**src/rtl/segrunner_pkg.sv**
```systemverilog
// Shared types and helpers for the segment-register serializer.
package segrunner_pkg;

  localparam int WIDTH_DEFAULT = 6;

  typedef enum logic [2:0] {
    IDLE  = 3'd0,
    SETUP = 3'd1,
    PULSE = 3'd2,
    CLR   = 3'd3,
    DONE  = 3'd4
  } state_e;

  // Bits needed to hold values 0..v-1, never less than one.
  function automatic int clog2(input int v);
    int r;
    r = 0;
    while ((1 << r) < v) r++;
    return (r == 0) ? 1 : r;
  endfunction

endpackage

```
**src/rtl/shiftreg_serializer_6b_if.sv**
```systemverilog
// Request/serial-link bundle between the game logic and the serializer.
interface shiftreg_serializer_6b_if #(
  parameter int WIDTH = 6
);
  logic             Load;
  logic [WIDTH-1:0] Data;
  logic             Clear;
  logic             Ready;
  logic             BitOut;
  logic             ShiftOut;
  logic             RegRst;
  logic             Done;

  modport master (
    output Load, Data, Clear,
    input  Ready, BitOut, ShiftOut, RegRst, Done
  );

  modport slave (
    input  Load, Data, Clear,
    output Ready, BitOut, ShiftOut, RegRst, Done
  );
endinterface

```
**src/rtl/phase_counter.sv**
```systemverilog
// Loadable, saturating down-counter timing the setup, pulse and clear phases.
module phase_counter #(
  parameter int W = 1
) (
  input  logic         clk_i,
  input  logic         rst_ni,
  input  logic         load_i,
  input  logic         en_i,
  input  logic [W-1:0] val_i,
  output logic         zero_o
);
  logic [W-1:0] cnt_q, cnt_d;

  always_comb begin
    cnt_d = cnt_q;
    if (load_i)                    cnt_d = val_i;
    else if (en_i && cnt_q != '0)  cnt_d = cnt_q - W'(1);
  end

  always_ff @(posedge clk_i) begin
    if (!rst_ni) cnt_q <= '0;
    else         cnt_q <= cnt_d;
  end

  assign zero_o = (cnt_q == '0);
endmodule

```
**src/rtl/shiftreg_serializer_6b.sv**
```systemverilog
// Parallel-in, serial-out driver for a ShiftReg_6b receiver; all outputs registered.
module shiftreg_serializer_6b
  import segrunner_pkg::*;
#(
  parameter int WIDTH        = WIDTH_DEFAULT,
  parameter int SETUP_CYCLES = 1,
  parameter int PULSE_CYCLES = 1,
  parameter int MSB_FIRST    = 1
) (
  input  logic                    Clk,
  input  logic                    Rst,
  shiftreg_serializer_6b_if.slave sif
);
  localparam int MAXC  = (SETUP_CYCLES > PULSE_CYCLES) ? SETUP_CYCLES : PULSE_CYCLES;
  localparam int CNT_W = clog2(MAXC);
  localparam int IDX_W = clog2(WIDTH);

  localparam logic [2:0] ST_IDLE  = IDLE;
  localparam logic [2:0] ST_SETUP = SETUP;
  localparam logic [2:0] ST_PULSE = PULSE;
  localparam logic [2:0] ST_CLR   = CLR;
  localparam logic [2:0] ST_DONE  = DONE;

  localparam logic [CNT_W-1:0] S_LD = CNT_W'(SETUP_CYCLES - 1);
  localparam logic [CNT_W-1:0] P_LD = CNT_W'(PULSE_CYCLES - 1);
  localparam logic [IDX_W-1:0] LAST = IDX_W'(WIDTH - 1);

  logic [2:0]       state_q, state_d;
  logic [IDX_W-1:0] idx_q, idx_d;
  logic [WIDTH-1:0] buf_q, buf_d;
  logic             cnt_load, cnt_en, cnt_zero;
  logic [CNT_W-1:0] cnt_val;
  logic             next_bit;
  logic             ready_q, done_q, shift_q, regrst_q, bit_q;

  phase_counter #(.W(CNT_W)) u_phase (
    .clk_i  (Clk),
    .rst_ni (Rst),
    .load_i (cnt_load),
    .en_i   (cnt_en),
    .val_i  (cnt_val),
    .zero_o (cnt_zero)
  );

  always_comb begin
    state_d  = state_q;
    idx_d    = idx_q;
    buf_d    = buf_q;
    cnt_load = 1'b0;
    cnt_en   = 1'b0;
    cnt_val  = '0;
    case (state_q)
      ST_IDLE: begin
        // Clear wins over a simultaneous Load; the Load is dropped.
        if (sif.Clear) begin
          state_d  = ST_CLR;
          cnt_load = 1'b1;
          cnt_val  = P_LD;
        end else if (sif.Load) begin
          state_d  = ST_SETUP;
          buf_d    = sif.Data;
          idx_d    = '0;
          cnt_load = 1'b1;
          cnt_val  = S_LD;
        end
      end
      ST_SETUP: begin
        cnt_en = 1'b1;
        if (cnt_zero) begin
          state_d  = ST_PULSE;
          cnt_load = 1'b1;
          cnt_val  = P_LD;
        end
      end
      ST_PULSE: begin
        cnt_en = 1'b1;
        if (cnt_zero) begin
          if (idx_q == LAST) begin
            state_d = ST_DONE;
          end else begin
            state_d  = ST_SETUP;
            buf_d    = (MSB_FIRST != 0) ? (buf_q << 1) : (buf_q >> 1);
            idx_d    = idx_q + IDX_W'(1);
            cnt_load = 1'b1;
            cnt_val  = S_LD;
          end
        end
      end
      ST_CLR: begin
        cnt_en = 1'b1;
        if (cnt_zero) state_d = ST_DONE;
      end
      ST_DONE: state_d = ST_IDLE;
      default: state_d = ST_IDLE;
    endcase
  end

  assign next_bit = (MSB_FIRST != 0) ? buf_d[WIDTH-1] : buf_d[0];

  // Outputs are registered from the next state so they line up with it.
  always_ff @(posedge Clk) begin
    if (!Rst) begin
      state_q  <= ST_IDLE;
      idx_q    <= '0;
      buf_q    <= '0;
      ready_q  <= 1'b1;
      done_q   <= 1'b0;
      shift_q  <= 1'b0;
      regrst_q <= 1'b1;
      bit_q    <= 1'b0;
    end else begin
      state_q  <= state_d;
      idx_q    <= idx_d;
      buf_q    <= buf_d;
      ready_q  <= (state_d == ST_IDLE);
      done_q   <= (state_d == ST_DONE);
      shift_q  <= (state_d == ST_PULSE);
      regrst_q <= (state_d != ST_CLR);
      if (state_d == ST_SETUP && state_q != ST_SETUP) bit_q <= next_bit;
    end
  end

  assign sif.Ready    = ready_q;
  assign sif.Done     = done_q;
  assign sif.ShiftOut = shift_q;
  assign sif.RegRst   = regrst_q;
  assign sif.BitOut   = bit_q;
endmodule

```
**src/flat_wrapper.sv**
```systemverilog
// flat-port wrapper written by rule: the top's interface ports become plain ports
module shiftreg_serializer_6b_flat import segrunner_pkg::*;
#(
  parameter int WIDTH        = WIDTH_DEFAULT,
  parameter int SETUP_CYCLES = 1,
  parameter int PULSE_CYCLES = 1,
  parameter int MSB_FIRST    = 1
)
  (Clk, Rst, sif_Load, sif_Data, sif_Clear, sif_Ready, sif_BitOut, sif_ShiftOut, sif_RegRst, sif_Done);
  shiftreg_serializer_6b_if #(.WIDTH(WIDTH)) sif_i ();
  input  logic Clk;
  input  logic Rst;
  input wire logic [$bits(sif_i.Load)-1:0] sif_Load;
  input wire logic [$bits(sif_i.Data)-1:0] sif_Data;
  input wire logic [$bits(sif_i.Clear)-1:0] sif_Clear;
  output wire logic [$bits(sif_i.Ready)-1:0] sif_Ready;
  output wire logic [$bits(sif_i.BitOut)-1:0] sif_BitOut;
  output wire logic [$bits(sif_i.ShiftOut)-1:0] sif_ShiftOut;
  output wire logic [$bits(sif_i.RegRst)-1:0] sif_RegRst;
  output wire logic [$bits(sif_i.Done)-1:0] sif_Done;
  assign sif_i.Load = sif_Load;
  assign sif_i.Data = sif_Data;
  assign sif_i.Clear = sif_Clear;
  assign sif_Ready = sif_i.Ready;
  assign sif_BitOut = sif_i.BitOut;
  assign sif_ShiftOut = sif_i.ShiftOut;
  assign sif_RegRst = sif_i.RegRst;
  assign sif_Done = sif_i.Done;
  shiftreg_serializer_6b #(.WIDTH(WIDTH), .SETUP_CYCLES(SETUP_CYCLES), .PULSE_CYCLES(PULSE_CYCLES), .MSB_FIRST(MSB_FIRST)) u_core (.Clk(Clk), .Rst(Rst), .sif(sif_i));
endmodule
```
**config.mk**
```make
export PLATFORM = sky130hd
export DESIGN_NAME = shiftreg_serializer_6b_flat
export DESIGN_NICKNAME = d
export VERILOG_FILES = /design/src/rtl/segrunner_pkg.sv /design/src/rtl/shiftreg_serializer_6b_if.sv /design/src/rtl/phase_counter.sv /design/src/rtl/shiftreg_serializer_6b.sv /design/src/flat_wrapper.sv
export SDC_FILE = /design/constraint.sdc
export NUM_CORES = 1
export LEC_CHECK = 0
export BUFFER_PORTS_ARGS = -buffer_cell sky130_fd_sc_hd__clkbuf_2
export CORE_UTILIZATION = 47
export DETAILED_ROUTE_END_ITERATION = 10
export GPL_TIMING_DRIVEN = 0
export HOLD_SLACK_MARGIN = 0.06
export PLACE_DENSITY = 0.77
export SLEW_MARGIN = 10
export SYNTH_ARGS = -nofsm -noshare
export SYNTH_HDL_FRONTEND = slang
export SYNTH_SLANG_ARGS = --single-unit
```
**constraint.sdc**
```tcl
create_clock -name Clk -period 1.7 [get_ports Clk]
set_clock_uncertainty 0.05 [all_clocks]
set_input_delay 0.34 -clock Clk [delete_from_list [all_inputs] [get_ports Clk]]
set_output_delay 0.34 -clock Clk [all_outputs]
set_load 0.005 [all_outputs]
```
==> metrics <==
diode count=0; number of hold violations in the final report=0; vias in the first global route=between 700 and 800; Tightest Pin Transition=between 0.6 and 0.7 ns; maximum vdd drop=about 0.43 mV; P&R area growth vs syn=18.4%; Total Power=around 880 uW; area share of xor/xnor cells in the synthesized design=0%; met3 Usage GRT=between 3 and 4%; grt peak-use layer=met2; PortBufs=13; Largest register FFs=5; Net Count, Synth=110; starting density of the core=about half; Synth Area in Compound Gates=between 20% and 30%; Top reg by flops=u_core.buf_q; post-synthesis register bit count=17; Post-Synth Simple-Gate Area=25.0%; met1 Use GR=29.2%; FF/Latch Area=roughly 340 sq um; Power Density=862 mW/mm^2; Unique masters post-synth=33; Starting DRT DRC Count=30; Design Area, Final=roughly 0.001 sq mm; Post-Synth Adder-Cell Area=about 2.9%; fin crit period=between 1.5 and 2 ns; first-pass iteration count of the detailed router=4; post-synthesis sequential area ratio=between 30% and 40%; clock-pin slew on the worst setup and hold paths=about 0.090 ns; multiplexer share of the synthesized area=around 2.3%; crit share post-route=97.1%; clk_lat worst skew=0.32 ns; root buffer cell=clkbuf_4; status=finished clean; multi-input combinational cell area=497 sq um; Achievable Freq=around 610 MHz; DRT antenna net count=0; hold path depth=3; RSZ-0062 raised after global routing=yes; Critical Path End Type=flip-flop; Crit Path Max Fanout=9; core area=0.00173 sq mm; crit start category=flip-flop; vias=about 850; Slew Limit Headroom=59.4%; syn_area_per_cell=approximately 8.8 sq um; clk sinks=17; die area=around 0.002 sq mm; final wirelength=1990 um; H-Tree Depth=1; Congestion Overflow GR=0; YS warnings=0; nets@finish=around 130; met2 Resource Use GR=around a third; main combinational cell family by area after synthesis=simple AND/OR/NAND/NOR gates; gp weighted congestion=0.804; P_leak=between 0.3 and 0.4 nW; wire length of the first global-routing pass=3200 um; number of fill cells=between 150 and 200; WP data arrival=1.82 ns; antenna violations before repair=0; Mapped Area=between 800 and 900 sq um; Worst Hold Class=in2reg; Die X=44.8 um; gr usage total=approximately 22%; routed vias/inst=between 6 and 7; Final HPWL DP=1360 um; final core occ=about three fifths; TritonCTS buffer count=3; Pins Over Slew Limit=0; largest net degree at the start of global routing=11; CTS tree=done; drt wl/cell=between 10 and 15 um; Placed Instance Area=~960 sq um; critical path type=reg2reg; non-filler instance count after layout=139; Die H=approximately 45 um; max_cap viols=0; cell row count=15; worst reg-to-reg path cell count=5; layout cells sized above 1=between 20% and 30%; post-synthesis cell count=roughly 100; largest registers=u_core.buf_q: 5 flops, u_core.idx_q: 3 flops, u_core.state_q: 3 flops; DP Cell Count=approximately 140; drc violations=0; Worst EP required=1.87 ns; io pins=15; CTS max path bufs=2; Setup Viol. Count Final=0
per-layer routing:
metal / share of wire [%] / wire length [um]
met1: 44 / 881
met2: 48 / 955
met3: 4.9 / 97
met4: 3.0 / 60
met5: 0 / 0
metrics by stage:
step | setup WS [ns] | setup TNS, ns | hold WS, ns
after floorplan | 0.121 | 0 | 0.386
after global routing | -0.0104 | -0.0105 | 0.261
after CTS | 0.0423 | 0 | 0.240
final | 0.0485 | 0 | 0.237
after detailed placement | -0.105 | -0.356 | 0.422
after global placement | -0.0574 | -0.157 | 0.406
area by class of cell:
| type | count | share of cell area (%) |
|---|---|---|
| Clock buffer | 4 | 2.57 |
| Buffer | 7 | 4.17 |
| Sequential cell | 17 | 33.3 |
| Timing Repair Buffer | 13 | 6.37 |
| Tap cell | 25 | 3.06 |
| Multi-Input combinational cell | 68 | 48.7 |
| Inverter | 5 | 1.84 |
placed cells by master, fill, tap and decap left out, types with 3 or more instances in the layout:
cell type  count
a31oi_1        6
clkbuf_1       5
nand2b_1       3
nand3_1       11
inv_1          4
nor3_1         3
o221ai_1       5
nand2_1        5
nor2_1         3
clkbuf_4       3
dfxtp_1       17
clkbuf_2      14
critical path, cell delays in order (launching register included):
cell      delay, ns
dfxtp_1        0.32
buf_6          0.13
or2_1          0.23
buf_6          0.14
or4_4          0.48
a221oi_2       0.23
where the power goes:
part           switching (mW)  leakage [nW]  internal, mW
Clock                   0.142        0.0150        0.0918
Combinational           0.130         0.205        0.0830
Sequential             0.0111         0.139         0.422
Total                   0.283         0.359         0.597
Yosys cell counts, drive strengths merged:
cell / instances / area (sq um)
inv: 4 / 15.0
or4: 1 / 11.3
buf: 2 / 22.5
ha: 2 / 25.0
nor3b: 2 / 15.0
o21bai: 2 / 15.0
mux2i: 2 / 20.0
clkbuf: 6 / 22.5
o221ai: 6 / 52.6
or3b: 1 / 8.76
nor2: 3 / 11.3
nor4: 1 / 6.26
a21oi: 2 / 10.0
a211oi: 1 / 7.51
a221oi: 3 / 32.5
o31ai: 1 / 7.51
o21ai: 2 / 10.0
nand4: 1 / 6.26
a41o: 1 / 10.0
dfxtp: 17 / 340
nand4b: 2 / 17.5
a31oi: 6 / 37.5
nor2b: 3 / 18.8
o22ai: 1 / 6.26
clkinv: 1 / 3.75
or2: 2 / 12.5
nand3: 11 / 55.1
nand2b: 3 / 18.8
nand2: 5 / 18.8
nor3: 3 / 15.0
a211o: 1 / 8.76
cells by family after synthesis:
| kind of cell | Yosys count |
|---|---|
| buffers and inverters | 13 |
| muxes | 2 |
| and+or+nand+nor | 38 |
| AOI/OAI and AO/OA | 26 |
| adders and majority gates | 2 |
| DFF | 17 |
worst paths after layout:
check	from	endpoint	slack, ns
max	u_core.state_q[2]$_SDFF_PN0_	u_core.idx_q[2]$_SDFFE_PN0P_	0.05
min	sif_Data[5]	u_core.sif.BitOut$_SDFFE_PN0P_	0.24
max reg2reg	u_core.state_q[2]$_SDFF_PN0_	u_core.idx_q[2]$_SDFFE_PN0P_	0.05
min reg2reg	u_core.buf_q[0]$_SDFFE_PN0P_	u_core.buf_q[0]$_SDFFE_PN0P_	0.43
what timing repair did:
| action | 4_1_cts | 5_1_grt |
|---|---|---|
| resized for setup | 3 | 8 |
| hold buffers | 0 | 0 |
| setup endpoints to repair | 8 | 12 |
| cloned | 0 | 0 |
| setup buffers | 0 | 0 |
| pin swaps | 0 | 1 |
(Power assumes the default switching activity.)
